File: config.mk
export PLATFORM = sky130hd
export DESIGN_NAME = i2c_target
export DESIGN_NICKNAME = d
export VERILOG_FILES = /design/src/rtl/i2c_pkg.sv /design/src/rtl/i2c_line_sync.sv /design/src/rtl/i2c_target.sv
export SDC_FILE = /design/constraint.sdc
export NUM_CORES = 1
export LEC_CHECK = 0
export CAP_MARGIN = 20
export CORE_ASPECT_RATIO = 0.9
export CORE_MARGIN = 5
export CORE_UTILIZATION = 59
export CTS_BUF_LIST = sky130_fd_sc_hd__clkbuf_16
export DETAILED_ROUTE_END_ITERATION = 8
export GPL_ROUTABILITY_DRIVEN = 0
export GPL_TIMING_DRIVEN = 1
export PLACE_DENSITY = 0.87
export SYNTH_ARGS = -nofsm -noshare
export SYNTH_HDL_FRONTEND = slang
export SYNTH_SLANG_ARGS = --single-unit
File: constraint.sdc
create_clock -name clk -period 6.4 [get_ports clk]
set_clock_uncertainty 0.2 [all_clocks]
set_input_delay 1.28 -clock clk [delete_from_list [all_inputs] [get_ports clk]]
set_output_delay 1.28 -clock clk [all_outputs]
set_load 0.02 [all_outputs]
File: src/rtl/i2c_pkg.sv
// Shared types and encodings for the I2C target.
package i2c_pkg;

    typedef enum logic [2:0] {
        IDLE,
        ADDR,
        ADDR_ACK,
        WR_DATA,
        WR_ACK,
        RD_DATA,
        RD_ACK,
        WAIT_STOP
    } i2c_tgt_state_t;

    localparam logic I2C_WRITE = 1'b0;
    localparam logic I2C_READ  = 1'b1;

endpackage

File: src/rtl/i2c_line_sync.sv
// Two-flop synchroniser for one raw bus line, plus rise/fall detection on the synchronised level.
module i2c_line_sync (
    input  logic clk,
    input  logic reset,
    input  logic din,
    output logic q,
    output logic rise_c,
    output logic fall_c
);

    logic meta;
    logic prev;

    // Sync chain; resets to the idle-high bus level so reset itself produces no edge
    always_ff @(posedge clk) begin
        if (reset) begin
            meta <= 1'b1;
            q    <= 1'b1;
            prev <= 1'b1;
        end else begin
            meta <= din;
            q    <= meta;
            prev <= q;
        end
    end

    assign rise_c = q & ~prev;
    assign fall_c = ~q & prev;

endmodule

File: src/rtl/i2c_target.sv
// I2C target: address match, single-byte write capture or single-byte read return.
module i2c_target #(
    parameter int unsigned           DATAWIDTH = 8,
    parameter int unsigned           ADDRWIDTH = 6,
    parameter logic [ADDRWIDTH-1:0]  OWN_ADDR  = 6'b00_1101
) (
    input  logic                 clk,
    input  logic                 reset,
    input  logic                 scl,
    input  logic                 sda_in,
    output logic                 sda_en,
    input  logic [DATAWIDTH-1:0] tx_data,
    output logic                 rd_req,
    output logic [DATAWIDTH-1:0] rx_data,
    output logic                 rx_valid,
    output logic                 busy
);
    import i2c_pkg::*;

    localparam int unsigned CW = $clog2(ADDRWIDTH + 2);
    localparam int unsigned SW = (DATAWIDTH > ADDRWIDTH + 1) ? DATAWIDTH : ADDRWIDTH + 1;

    i2c_tgt_state_t state;
    logic [SW-1:0]  shift;
    logic [CW-1:0]  cnt;
    logic           last;
    logic           rw_bit;

    logic scl_q, scl_rise, scl_fall;
    logic sda_q, sda_rise, sda_fall;
    logic start_c, stop_c;

    i2c_line_sync u_scl_sync (
        .clk    (clk),
        .reset  (reset),
        .din    (scl),
        .q      (scl_q),
        .rise_c (scl_rise),
        .fall_c (scl_fall)
    );

    i2c_line_sync u_sda_sync (
        .clk    (clk),
        .reset  (reset),
        .din    (sda_in),
        .q      (sda_q),
        .rise_c (sda_rise),
        .fall_c (sda_fall)
    );

    assign start_c = sda_fall & scl_q;
    assign stop_c  = sda_rise & scl_q;

    // Bus FSM; START/STOP override any scl edge seen in the same cycle
    always_ff @(posedge clk) begin
        if (reset) begin
            state    <= IDLE;
            sda_en   <= 1'b0;
            rd_req   <= 1'b0;
            rx_valid <= 1'b0;
            busy     <= 1'b0;
            rx_data  <= '0;
            shift    <= '0;
            cnt      <= '0;
            last     <= 1'b0;
            rw_bit   <= I2C_WRITE;
        end else begin
            rd_req   <= 1'b0;
            rx_valid <= 1'b0;
            if (start_c) begin
                state  <= ADDR;
                sda_en <= 1'b0;
                busy   <= 1'b0;
                shift  <= '0;
                cnt    <= '0;
                last   <= 1'b0;
            end else if (stop_c) begin
                state  <= IDLE;
                sda_en <= 1'b0;
                busy   <= 1'b0;
                cnt    <= '0;
                last   <= 1'b0;
            end else begin
                case (state)
                    IDLE: ;
                    ADDR: begin
                        if (scl_rise) begin
                            shift <= {shift[SW-2:0], sda_q};
                            if (cnt == CW'(ADDRWIDTH)) last <= 1'b1;
                            else                       cnt  <= cnt + CW'(1);
                        end else if (scl_fall && last) begin
                            cnt  <= '0;
                            last <= 1'b0;
                            if (shift[ADDRWIDTH:1] == OWN_ADDR) begin
                                state  <= ADDR_ACK;
                                sda_en <= 1'b1;
                                busy   <= 1'b1;
                                rw_bit <= shift[0];
                                if (shift[0] == I2C_READ) begin
                                    rd_req <= 1'b1;
                                    shift  <= SW'(tx_data);
                                end
                            end else begin
                                state <= WAIT_STOP;
                            end
                        end
                    end
                    ADDR_ACK: begin
                        if (scl_fall) begin
                            if (rw_bit == I2C_READ) begin
                                state  <= RD_DATA;
                                sda_en <= ~shift[DATAWIDTH-1];
                            end else begin
                                state  <= WR_DATA;
                                sda_en <= 1'b0;
                            end
                        end
                    end
                    WR_DATA: begin
                        if (scl_rise) begin
                            shift <= {shift[SW-2:0], sda_q};
                            if (cnt == CW'(DATAWIDTH - 1)) last <= 1'b1;
                            else                           cnt  <= cnt + CW'(1);
                        end else if (scl_fall && last) begin
                            rx_data  <= shift[DATAWIDTH-1:0];
                            rx_valid <= 1'b1;
                            sda_en   <= 1'b1;
                            state    <= WR_ACK;
                            cnt      <= '0;
                            last     <= 1'b0;
                        end
                    end
                    WR_ACK: begin
                        if (scl_fall) begin
                            sda_en <= 1'b0;
                            state  <= WAIT_STOP;
                        end
                    end
                    RD_DATA: begin
                        if (scl_rise) begin
                            if (cnt == CW'(DATAWIDTH - 1)) last <= 1'b1;
                            else                           cnt  <= cnt + CW'(1);
                        end else if (scl_fall) begin
                            if (last) begin
                                sda_en <= 1'b0;
                                state  <= RD_ACK;
                                cnt    <= '0;
                                last   <= 1'b0;
                            end else begin
                                shift  <= {shift[SW-2:0], 1'b0};
                                sda_en <= ~shift[DATAWIDTH-2];
                            end
                        end
                    end
                    RD_ACK: begin
                        if (scl_rise) state <= WAIT_STOP;
                    end
                    WAIT_STOP: ;
                    default: state <= IDLE;
                endcase
            end
        end
    end

endmodule

==> reports/results.ini, run 1 <==
[detailed_routing]
drtIter0Drc = 247
dr.pass1.iters = 5
wl_mm = 4.40
vias_per_cell = 6.04
via_count = 1696
postRouteAntennaNets = 0
wl_per_cell_um = 15.6
drcViolationCount = 0

[timing]
rsz0062_at_grt = no
post-route-period-util_pct = 48.5
hold_violations = 0
slew_viol_final = 0
fmax_ghz = 0.322
fin_setup_tns_ps = 0
setup_viol = 0
max_slew.worst_pin.slew_ps = 762
relSlewSlack_pct = 49.1
min_period_ps = 3110

[yosys]
synthesis.area_um2 = 1940
synth_cells = 222
synth_area_per_cell_um2 = 8.74
ys.flop_type = dfxtp_1
ys_warn_count = 0
postSynthNetCount = 242
yosysUniqueCellTypes = 55
synth-seq-cells = 34
synth_area_leaders = dfxtp_1, nor2_1, mux2i_1, ha_1, a21oi_1
synth_top_area_share_pct = 35.1
synth_area_leader_cell = dfxtp_1
synth_most_common_cell = dfxtp_1
synth_edf_count = 0
ys_seq_area_share_pct = 35.1
synth.top_cells.by_count = dfxtp_1, nor2_1, a21oi_1
synthArstFlopShare_pct = 0

[cts]
insertion_delay_ps = 280
clk_path_buf_depth = 2
cts-resized-gates = 0
htreeDepth = 2
cts_tree = yes
clk_pin_slew_ps = 50
cts_setup_buffers = 0
hold_buffers = 0
numCtsBuffers = 5
root_buffer = clkbuf_16
cts_sinks = 34

[critical_path]
r2r_setup_slack_ps = 3780
cp.arrival_ps = 3130
cp-end-kind = flop
critical_path_class = in -> reg
crit-reg2reg-launch = state[1]
setup.worst_path.start_class = primary input
crit_required_ps = 6420
r2r-end = sda_en
rr_worst_depth = 7
crit_fanout = 22

[cells_and_area]
num-nets-final = 258
multi_input_area_um2 = 1150
regArea_um2 = 681
area_growth_pct = 18.2
drive_gt1_share_pct = 11.3
n_antenna_cell = 0
fillers = 248

[floorplanning]
start_util_pct = 62.3
ios = 24
die_x_um = 70.4
die_area_um2 = 4540
die_h_um = 64.4
core_um2 = 3110
std_cell_rows = 19

[grt]
met3_usage_pct = 4.23
grt-busiest-layer = met2
grt_pass1_wl_mm = 7.29
met2_usage_pct = 31.3
grt.total_usage_pct = 19.9
grt_max_degree = 25
grt_pass1_vias = 1560
antenna_found_initial = 0
grt-ovfl-total = 0
met1_usage_pct = 26.9

[outcome]
run_status = finished, final reports clean

[power]
p_leak_nw = 0.766
clkPwrFrac_pct = 47.5
power_w = 0.000483
p_per_area_nw_per_um2 = 211
p_comb_share_pct = 6.8
swShare_pct = 22.8
seqPwrFrac_pct = 45.7
p_sw_w = 0.000110
peakVddDrop_mv = 0.178
p_int_w = 0.000373

[min_path]
hold_path_class = reg -> reg
whs_path_depth = 1
holdPathEnd = u_scl_sync.q
holdCritStartpoint = u_scl_sync.meta

[run]
maxCapViolCount = 0

[place]
dp_hpwl_mm = 3.09
io_buffers = 23

==> critical path, cell delays in order <==
cell,delay (ps)
clkdlybuf4s50_1,770
or2_1,490
a2111oi_0,430
a31o_1,160
==> sequential cells by signal (all words and copies together), names as in the netlist, 3 cells and up <==
name	cells
rx_data	8
state	3
shift	8
cnt	3
==> cells by family after synthesis <==
logic type	after synthesis	share of synthesized area (%)
adder cells (fa/ha/maj)	8	5.16
XOR/XNOR	2	1.29
AND/OR/NAND/NOR	83	23.9
multiplexers	11	5.68
flip-flops	34	35.1
buffers and inverters	23	5.42
AO/OA/AOI/OAI	61	23.4
==> cell type report <==
type,instances,area share (%)
clock buffer,5,5.46
clock inverter,3,0.710
inverter,9,1.47
multi-input combinational,165,50.3
sequential,34,29.7
tap,42,2.29
timing repair buffer,23,10.0
==> layout by cell type (no fill, tap or decap), types with 5 or more instances in the layout <==
cell	n
or2_2	7
clkbuf_16	5
mux2i_1	11
clkdlybuf4s50_1	23
a21oi_1	15
a32oi_1	8
nand2_1	8
ha_1	8
o21ai_0	6
nand3_1	5
inv_1	8
nor2_1	30
dfxtp_1	34
==> per-stage QoR <==
stage | hold WS, ps | std cells | instance area [um2] | utilization (%) | setup WS, ps
3_5_place_dp | 201 | 273 | 2150 | 69.1 | 3050
5_1_grt | 230 | 281 | 2290 | 73.6 | 3110
3_3_place_gp | 192 | 273 | 2150 | 69.1 | 3080
2_1_floorplan | 189 | 222 | 1940 | - | 4040
4_1_cts | 214 | 281 | 2290 | 73.6 | 3310
6_report | 211 | 281 | 2290 | 73.6 | 3290
==> worst max-delay path by stage <==
stage           from  endpoint  slack, ps  cells after the start
2_1_floorplan  reset    cnt[0]       4040                      4
3_3_place_gp   reset    cnt[1]       3080                      4
3_5_place_dp   reset    cnt[1]       3050                      4
4_1_cts        reset    cnt[1]       3310                      4
5_1_grt        reset    cnt[1]       3110                      4
6_report       reset    cnt[1]       3290                      4
==> layer usage <==
layer	up-vias	routed length, um
li1	850	-
met1	785	2040
met2	56	2020
met3	5	289
met4	0	44
met5	-	0
==> power groups by stage <==
stage               clock network [W]  registers (W)   logic, W
floorplan                           0       0.000223  0.0000230
global placement                    0       0.000225  0.0000315
detailed placement                  0       0.000225  0.0000324
CTS                          0.000230       0.000221  0.0000327
global route                 0.000242       0.000221  0.0000357
finish                       0.000230       0.000221  0.0000329
(Power assumes the default switching activity.)
==> run 2: changes to the inputs <==
--- a/config.mk
+++ b/config.mk
@@ -8,12 +8,12 @@
 export CAP_MARGIN = 20
 export CORE_ASPECT_RATIO = 0.9
 export CORE_MARGIN = 5
-export CORE_UTILIZATION = 59
+export CORE_UTILIZATION = 50
 export CTS_BUF_LIST = sky130_fd_sc_hd__clkbuf_16
 export DETAILED_ROUTE_END_ITERATION = 8
 export GPL_ROUTABILITY_DRIVEN = 0
 export GPL_TIMING_DRIVEN = 1
-export PLACE_DENSITY = 0.87
+export PLACE_DENSITY = 0.79
 export SYNTH_ARGS = -nofsm -noshare
 export SYNTH_HDL_FRONTEND = slang
 export SYNTH_SLANG_ARGS = --single-unit
==> constraint.sdc (replaced) <==
create_clock -name clk -period 2.6 [get_ports clk]
set_clock_uncertainty 0.2 [all_clocks]
set_input_delay 0.52 -clock clk [delete_from_list [all_inputs] [get_ports clk]]
set_output_delay 0.52 -clock clk [all_outputs]
set_load 0.02 [all_outputs]
==> run 2 against run 1 <==
Net effect:
- total power rose by 140%
- clock-buffer cell count stayed put
- hold slack about the same
- non-clock buffer count increased by 8
- die area is 15% higher
- via count grew 0.29%
- clock power grew 140%
- critical path depth is 2 higher
- cell count increased by 4.3%
- sequential cell count stayed put
- critical path type is now reg -> reg
- highest routed layer unchanged
==> reports/results.ini, run 2 (same netlist as run 1, synthesis figures left out) <==
[timing]
hold_violations = 0  ; unchanged
setup_viol = 0  ; unchanged
slew_viol_final = 0  ; unchanged
max_slew.worst_pin.slew_ps = 567  ; -195 ps
relSlewSlack_pct = 62.1  ; +13 points
post-route-period-util_pct = 86.4
setup_ws_ps = 354  ; -2940 ps
rsz0062_at_grt = no
min_period_ps = 2250
fmax_ghz = 0.445
fin_setup_tns_ps = 0  ; unchanged

[place]
io_buffers = 23  ; unchanged
dp_hpwl_mm = 3.22  ; +4.1%
dpl-instance-area_um2 = 2220  ; +3.0%
dp_slack_ps = 293  ; -2760 ps

[cts]
cts-resized-gates = 0  ; unchanged
cts_sinks = 34  ; unchanged
insertion_delay_ps = 280  ; about the same
clk_path_buf_depth = 2  ; unchanged
hold_buffers = 0  ; unchanged
root_buffer = clkbuf_16
clk_pin_slew_ps = 50  ; about the same
cts_tree = yes
htreeDepth = 2  ; unchanged
cts_setup_buffers = 0  ; unchanged
numCtsBuffers = 5  ; unchanged

[cells_and_area]
reg_top3 = rx_data (8), shift (8)
design_area_um2 = 2350  ; +2.7%
drive_gt1_share_pct = 13.8  ; +2.5 points
final_common_cell = dfxtp_1
area_growth_pct = 21.4
fillers = 310  ; +25%
final_cell_mix = dfxtp_1, nor2_1, clkdlybuf4s50_1
n_antenna_cell = 0  ; unchanged
post-route-util_pct = 63.1  ; -11 points
num-nets-final = 266  ; +3.1%

[grt]
grt.total_usage_pct = 18.6  ; -1.3 points
grt_pass1_wl_mm = 7.65  ; +4.9%
grt_max_degree = 18  ; -28%
grt_pass1_vias = 1611  ; +3.3%
antenna_found_initial = 0  ; unchanged
grt-ovfl-total = 0  ; unchanged

[power]
p_leak_nw = 0.813  ; +6.2%
p_per_area_nw_per_um2 = 500  ; +140%
peakVddDrop_mv = 0.484  ; +170%
power_w = 0.00118  ; +140%

[critical_path]
cp.arrival_ps = 2210  ; -920 ps
r2r_setup_slack_ps = 350  ; -3430 ps
rr_worst_depth = 6  ; -1
r2r-end = rx_data[7]
slowest_delay_ps = 470  ; -300 ps
crit_required_ps = 2570  ; -3850 ps
cp-end-kind = flop
setup.worst_path.start_class = flop
critical_path_class = reg -> reg
critPathSlowestCell = nor3_4
cp-endpoint = rx_data[7]
crit_fanout = 11  ; -50%
crit-reg2reg-launch = u_scl_sync.q
crit_chain = ha_1 > and2b_1 > nand3_2 > nor3_4 > mux2i_1 > nor2_1
critical_path.startpoint = u_scl_sync.q

[floorplanning]
ios = 24  ; unchanged
die_h_um = 69.1  ; +7.3%
core_um2 = 3730  ; +20%
start_util_pct = 52.0  ; -10 points
std_cell_rows = 21  ; +2
die_area_um2 = 5230  ; +15%
die_x_um = 75.7  ; +7.4%

[detailed_routing]
drcViolationCount = 0  ; unchanged
postRouteAntennaNets = 0  ; unchanged
wl_mm = 4.37  ; -0.59%
drtIter0Drc = 134  ; -46%
vias_per_cell = 5.81  ; -3.8%
wl_per_cell_um = 14.9  ; -4.7%
via_count = 1701  ; +0.29%
dr.pass1.iters = 4  ; -1

[outcome]
run_status = finished, final reports clean

[min_path]
hold_path_class = reg -> reg

[run]
maxCapViolCount = 0  ; unchanged

## run 2: per-stage QoR
stage          instances  hold WS (ps)
6_report             293           211
5_1_grt              293           234
4_1_cts              293           215
3_5_place_dp         285           201
3_3_place_gp         285           195
2_1_floorplan        222           189
## run 2: worst min-delay path by stage
stage | startpoint | to | slack (ps) | cells after the start
floorplan | u_scl_sync.meta | u_scl_sync.q | 190 | 1
global placement | u_sda_sync.meta | u_sda_sync.q | 200 | 1
detailed placement | u_scl_sync.meta | u_scl_sync.q | 200 | 1
CTS | u_scl_sync.meta | u_scl_sync.q | 210 | 1
global route | u_sda_sync.meta | u_sda_sync.q | 230 | 1
finish | u_scl_sync.meta | u_scl_sync.q | 210 | 1
## run 2: area by class of cell
type                    count  area, um2  area share (%)
well taps                  46       57.6            2.45
repair buffers             31        290            12.3
clock inverters             3       12.5           0.532
inverters                   9       33.8            1.44
multi-input cells         165       1150            49.0
clock buffers               5        125            5.32
flip-flops and latches     34        681            28.9
## run 2: layer usage
layer / GRT usage (%) / share of wire, % / vias to the layer above
met5: 0 / 0 / -
met4: 7.96 / 2.1 / 0
met3: 4.22 / 5.8 / 8
met2: 24.7 / 45 / 46
met1: 28.1 / 47 / 779
li1: - / - / 868
## run 2: critical path: cells and delay by family, from the launching register on
kind	cells	cell delay, ps
adders and majority gates	1	350
DFF	1	340
muxes	1	270
and+or+nand+nor	4	970
## run 2: report_power, final
group / internal, W / leakage [nW] / total [W] / switching, W
sequential: 0.000532 / 0.276 / 0.000543 / 0.0000111
combinational: 0.0000437 / 0.465 / 0.0000886 / 0.0000448
clock: 0.000345 / 0.0724 / 0.000545 / 0.000200
==> run 3: changes to the inputs <==
--- a/config.mk
+++ b/config.mk
@@ -12,8 +12,9 @@
 export CTS_BUF_LIST = sky130_fd_sc_hd__clkbuf_16
 export DETAILED_ROUTE_END_ITERATION = 8
 export GPL_ROUTABILITY_DRIVEN = 0
-export GPL_TIMING_DRIVEN = 1
+export GPL_TIMING_DRIVEN = 0
 export PLACE_DENSITY = 0.79
 export SYNTH_ARGS = -nofsm -noshare
 export SYNTH_HDL_FRONTEND = slang
 export SYNTH_SLANG_ARGS = --single-unit
+export TNS_END_PERCENT = 20
==> run 3 against run 2 <==
Net effect:
- first-iteration DRC count is 3.0% higher
- critical path depth is 3 higher
- clock power is 2% higher
- non-clock buffer count is 6 higher
- worst setup slack worse by 140 ps
- via count is 1.2% higher
- sequential cell count stayed put
- global-route usage is 0.20 points higher
- combinational power is 4.0% higher
- critical path type unchanged
- largest power group unchanged
- highest routed layer unchanged
==> reports/results.ini, run 3 (same netlist as run 1, synthesis figures left out) <==
[outcome]
run_status = finished, final reports clean

[timing]
hold_violations = 0  ; unchanged
max_slew.worst_pin.slew_ps = 575  ; +7.91 ps
min_period_ps = 2380  ; +136 ps
setup_viol = 0  ; unchanged
post-route-period-util_pct = 91.6  ; +5.2 points
fin_setup_tns_ps = 0  ; unchanged
fmax_ghz = 0.420  ; -5.7%
slew_viol_final = 0  ; unchanged
relSlewSlack_pct = 61.6  ; -0.53 points
rsz0062_at_grt = no

[grt]
grt_max_degree = 11  ; -7
grt_pass1_vias = 1577  ; -2.1%
antenna_found_initial = 0  ; unchanged
grt.total_usage_pct = 18.8  ; +0.20 points
grt_pass1_wl_mm = 7.73  ; +0.99%
grt-ovfl-total = 0  ; unchanged

[place]
dpl-instance-area_um2 = 2230  ; +0.51%
dp_hpwl_mm = 3.34  ; +3.6%
io_buffers = 23  ; unchanged

[cells_and_area]
fillers = 328  ; +5.8%
reg_top3 = rx_data (8), shift (8)
num-nets-final = 272  ; +2.3%
design_area_um2 = 2360  ; +0.48%
final_cell_mix = dfxtp_1, nor2_1, clkdlybuf4s50_1
regArea_um2 = 681  ; unchanged
multi_input_area_um2 = 1150  ; unchanged
drive_gt1_share_pct = 13.8  ; +0.069 points
n_antenna_cell = 0  ; unchanged
final_common_cell = dfxtp_1
area_growth_pct = 21.9
post-route-util_pct = 63.4  ; +0.30 points

[critical_path]
r2r-end = sda_en
cp-end-kind = flop
r2r_setup_slack_ps = 220  ; -140 ps
rr_worst_depth = 9  ; +3
crit_fanout = 10  ; -1
cp.arrival_ps = 2350  ; +140 ps
critical_path.startpoint = state[1]
crit-reg2reg-launch = state[1]
setup.worst_path.start_class = flop
crit_required_ps = 2560  ; about the same
critical_path_class = reg -> reg

[min_path]
holdCritStartpoint = u_sda_sync.meta
hold_path_class = reg -> reg
whs_path_depth = 1  ; unchanged
holdPathEnd = u_sda_sync.q

[power]
p_leak_nw = 0.823  ; +1.3%
peakVddDrop_mv = 0.348  ; -28%
p_per_area_nw_per_um2 = 502  ; +0.41%

[cts]
cts_setup_buffers = 0  ; unchanged
cts_sinks = 34  ; unchanged
numCtsBuffers = 5  ; unchanged
root_buffer = clkbuf_16
cts-resized-gates = 0  ; unchanged
htreeDepth = 2  ; unchanged
cts_tree = yes
clk_pin_slew_ps = 50  ; about the same
clk_path_buf_depth = 2  ; unchanged
insertion_delay_ps = 280  ; about the same
hold_buffers = 0  ; unchanged

[detailed_routing]
via_count = 1721  ; +1.2%
drtIter0Drc = 138  ; +3.0%
wl_mm = 4.59  ; +5.0%
drcViolationCount = 0  ; unchanged
wl_per_cell_um = 15.3  ; +2.9%
vias_per_cell = 5.76  ; -0.85%
postRouteAntennaNets = 0  ; unchanged
dr.pass1.iters = 4  ; unchanged

[floorplanning]
die_area_um2 = 5230  ; unchanged
core_um2 = 3730  ; unchanged
die_h_um = 69.1  ; unchanged
start_util_pct = 52.0  ; unchanged
std_cell_rows = 21  ; unchanged
die_x_um = 75.7  ; unchanged
ios = 24  ; unchanged

[run]
maxCapViolCount = 0  ; unchanged

run 3: how the worst max path moves through the flow:
stage                     slack [ps]  depth (start not counted)      to
after floorplan                  440                          9  sda_en
after global placement           270                          9  sda_en
after detailed placement         250                          9  sda_en
after CTS                        230                          9  sda_en
after global routing             100                          9  sda_en
final                            220                          9  sda_en
run 3: layer usage:
| layer | routed length, um | track usage (%) |
|---|---|---|
| met4 | 45 | 4.66 |
| met2 | 2020 | 26.7 |
| met5 | 0 | 0 |
| met1 | 2260 | 28.6 |
| met3 | 257 | 3.92 |
run 3: final cells by class:
class	instances	share of cell area (%)
buffer	14	3.02
clock buffer	5	5.29
clock inverter	3	0.529
inverter	9	1.43
multi-input combinational	165	48.8
sequential	34	28.8
tap	46	2.43
timing repair buffer	23	9.74
run 3: per-stage QoR:
stage | std cells | hold WS [ps] | total power, W | worst slack, ps
2_1_floorplan | 222 | 189 | 0.000606 | 440
3_3_place_gp | 291 | 192 | 0.000640 | 266
3_5_place_dp | 291 | 199 | 0.000642 | 249
4_1_cts | 299 | 215 | 0.00119 | 230
5_1_grt | 299 | 220 | 0.00123 | 97.2
6_report | 299 | 213 | 0.00119 | 218
run 3: worst max-delay path, cell delays in order (launching register included):
cell	delay, ps
dfxtp_1	360
buf_4	190
buf_4	190
inv_1	80
ha_1	300
nor2b_1	130
o32a_1	290
a211oi_2	260
mux2i_1	210
nor2_1	50
run 3: where the power goes:
| group | leakage [nW] | switching (W) | internal (W) |
|---|---|---|---|
| Sequential | 0.276 | 0.00000931 | 0.000531 |
| Clock | 0.0724 | 0.000209 | 0.000346 |
| Combinational | 0.475 | 0.0000496 | 0.0000425 |
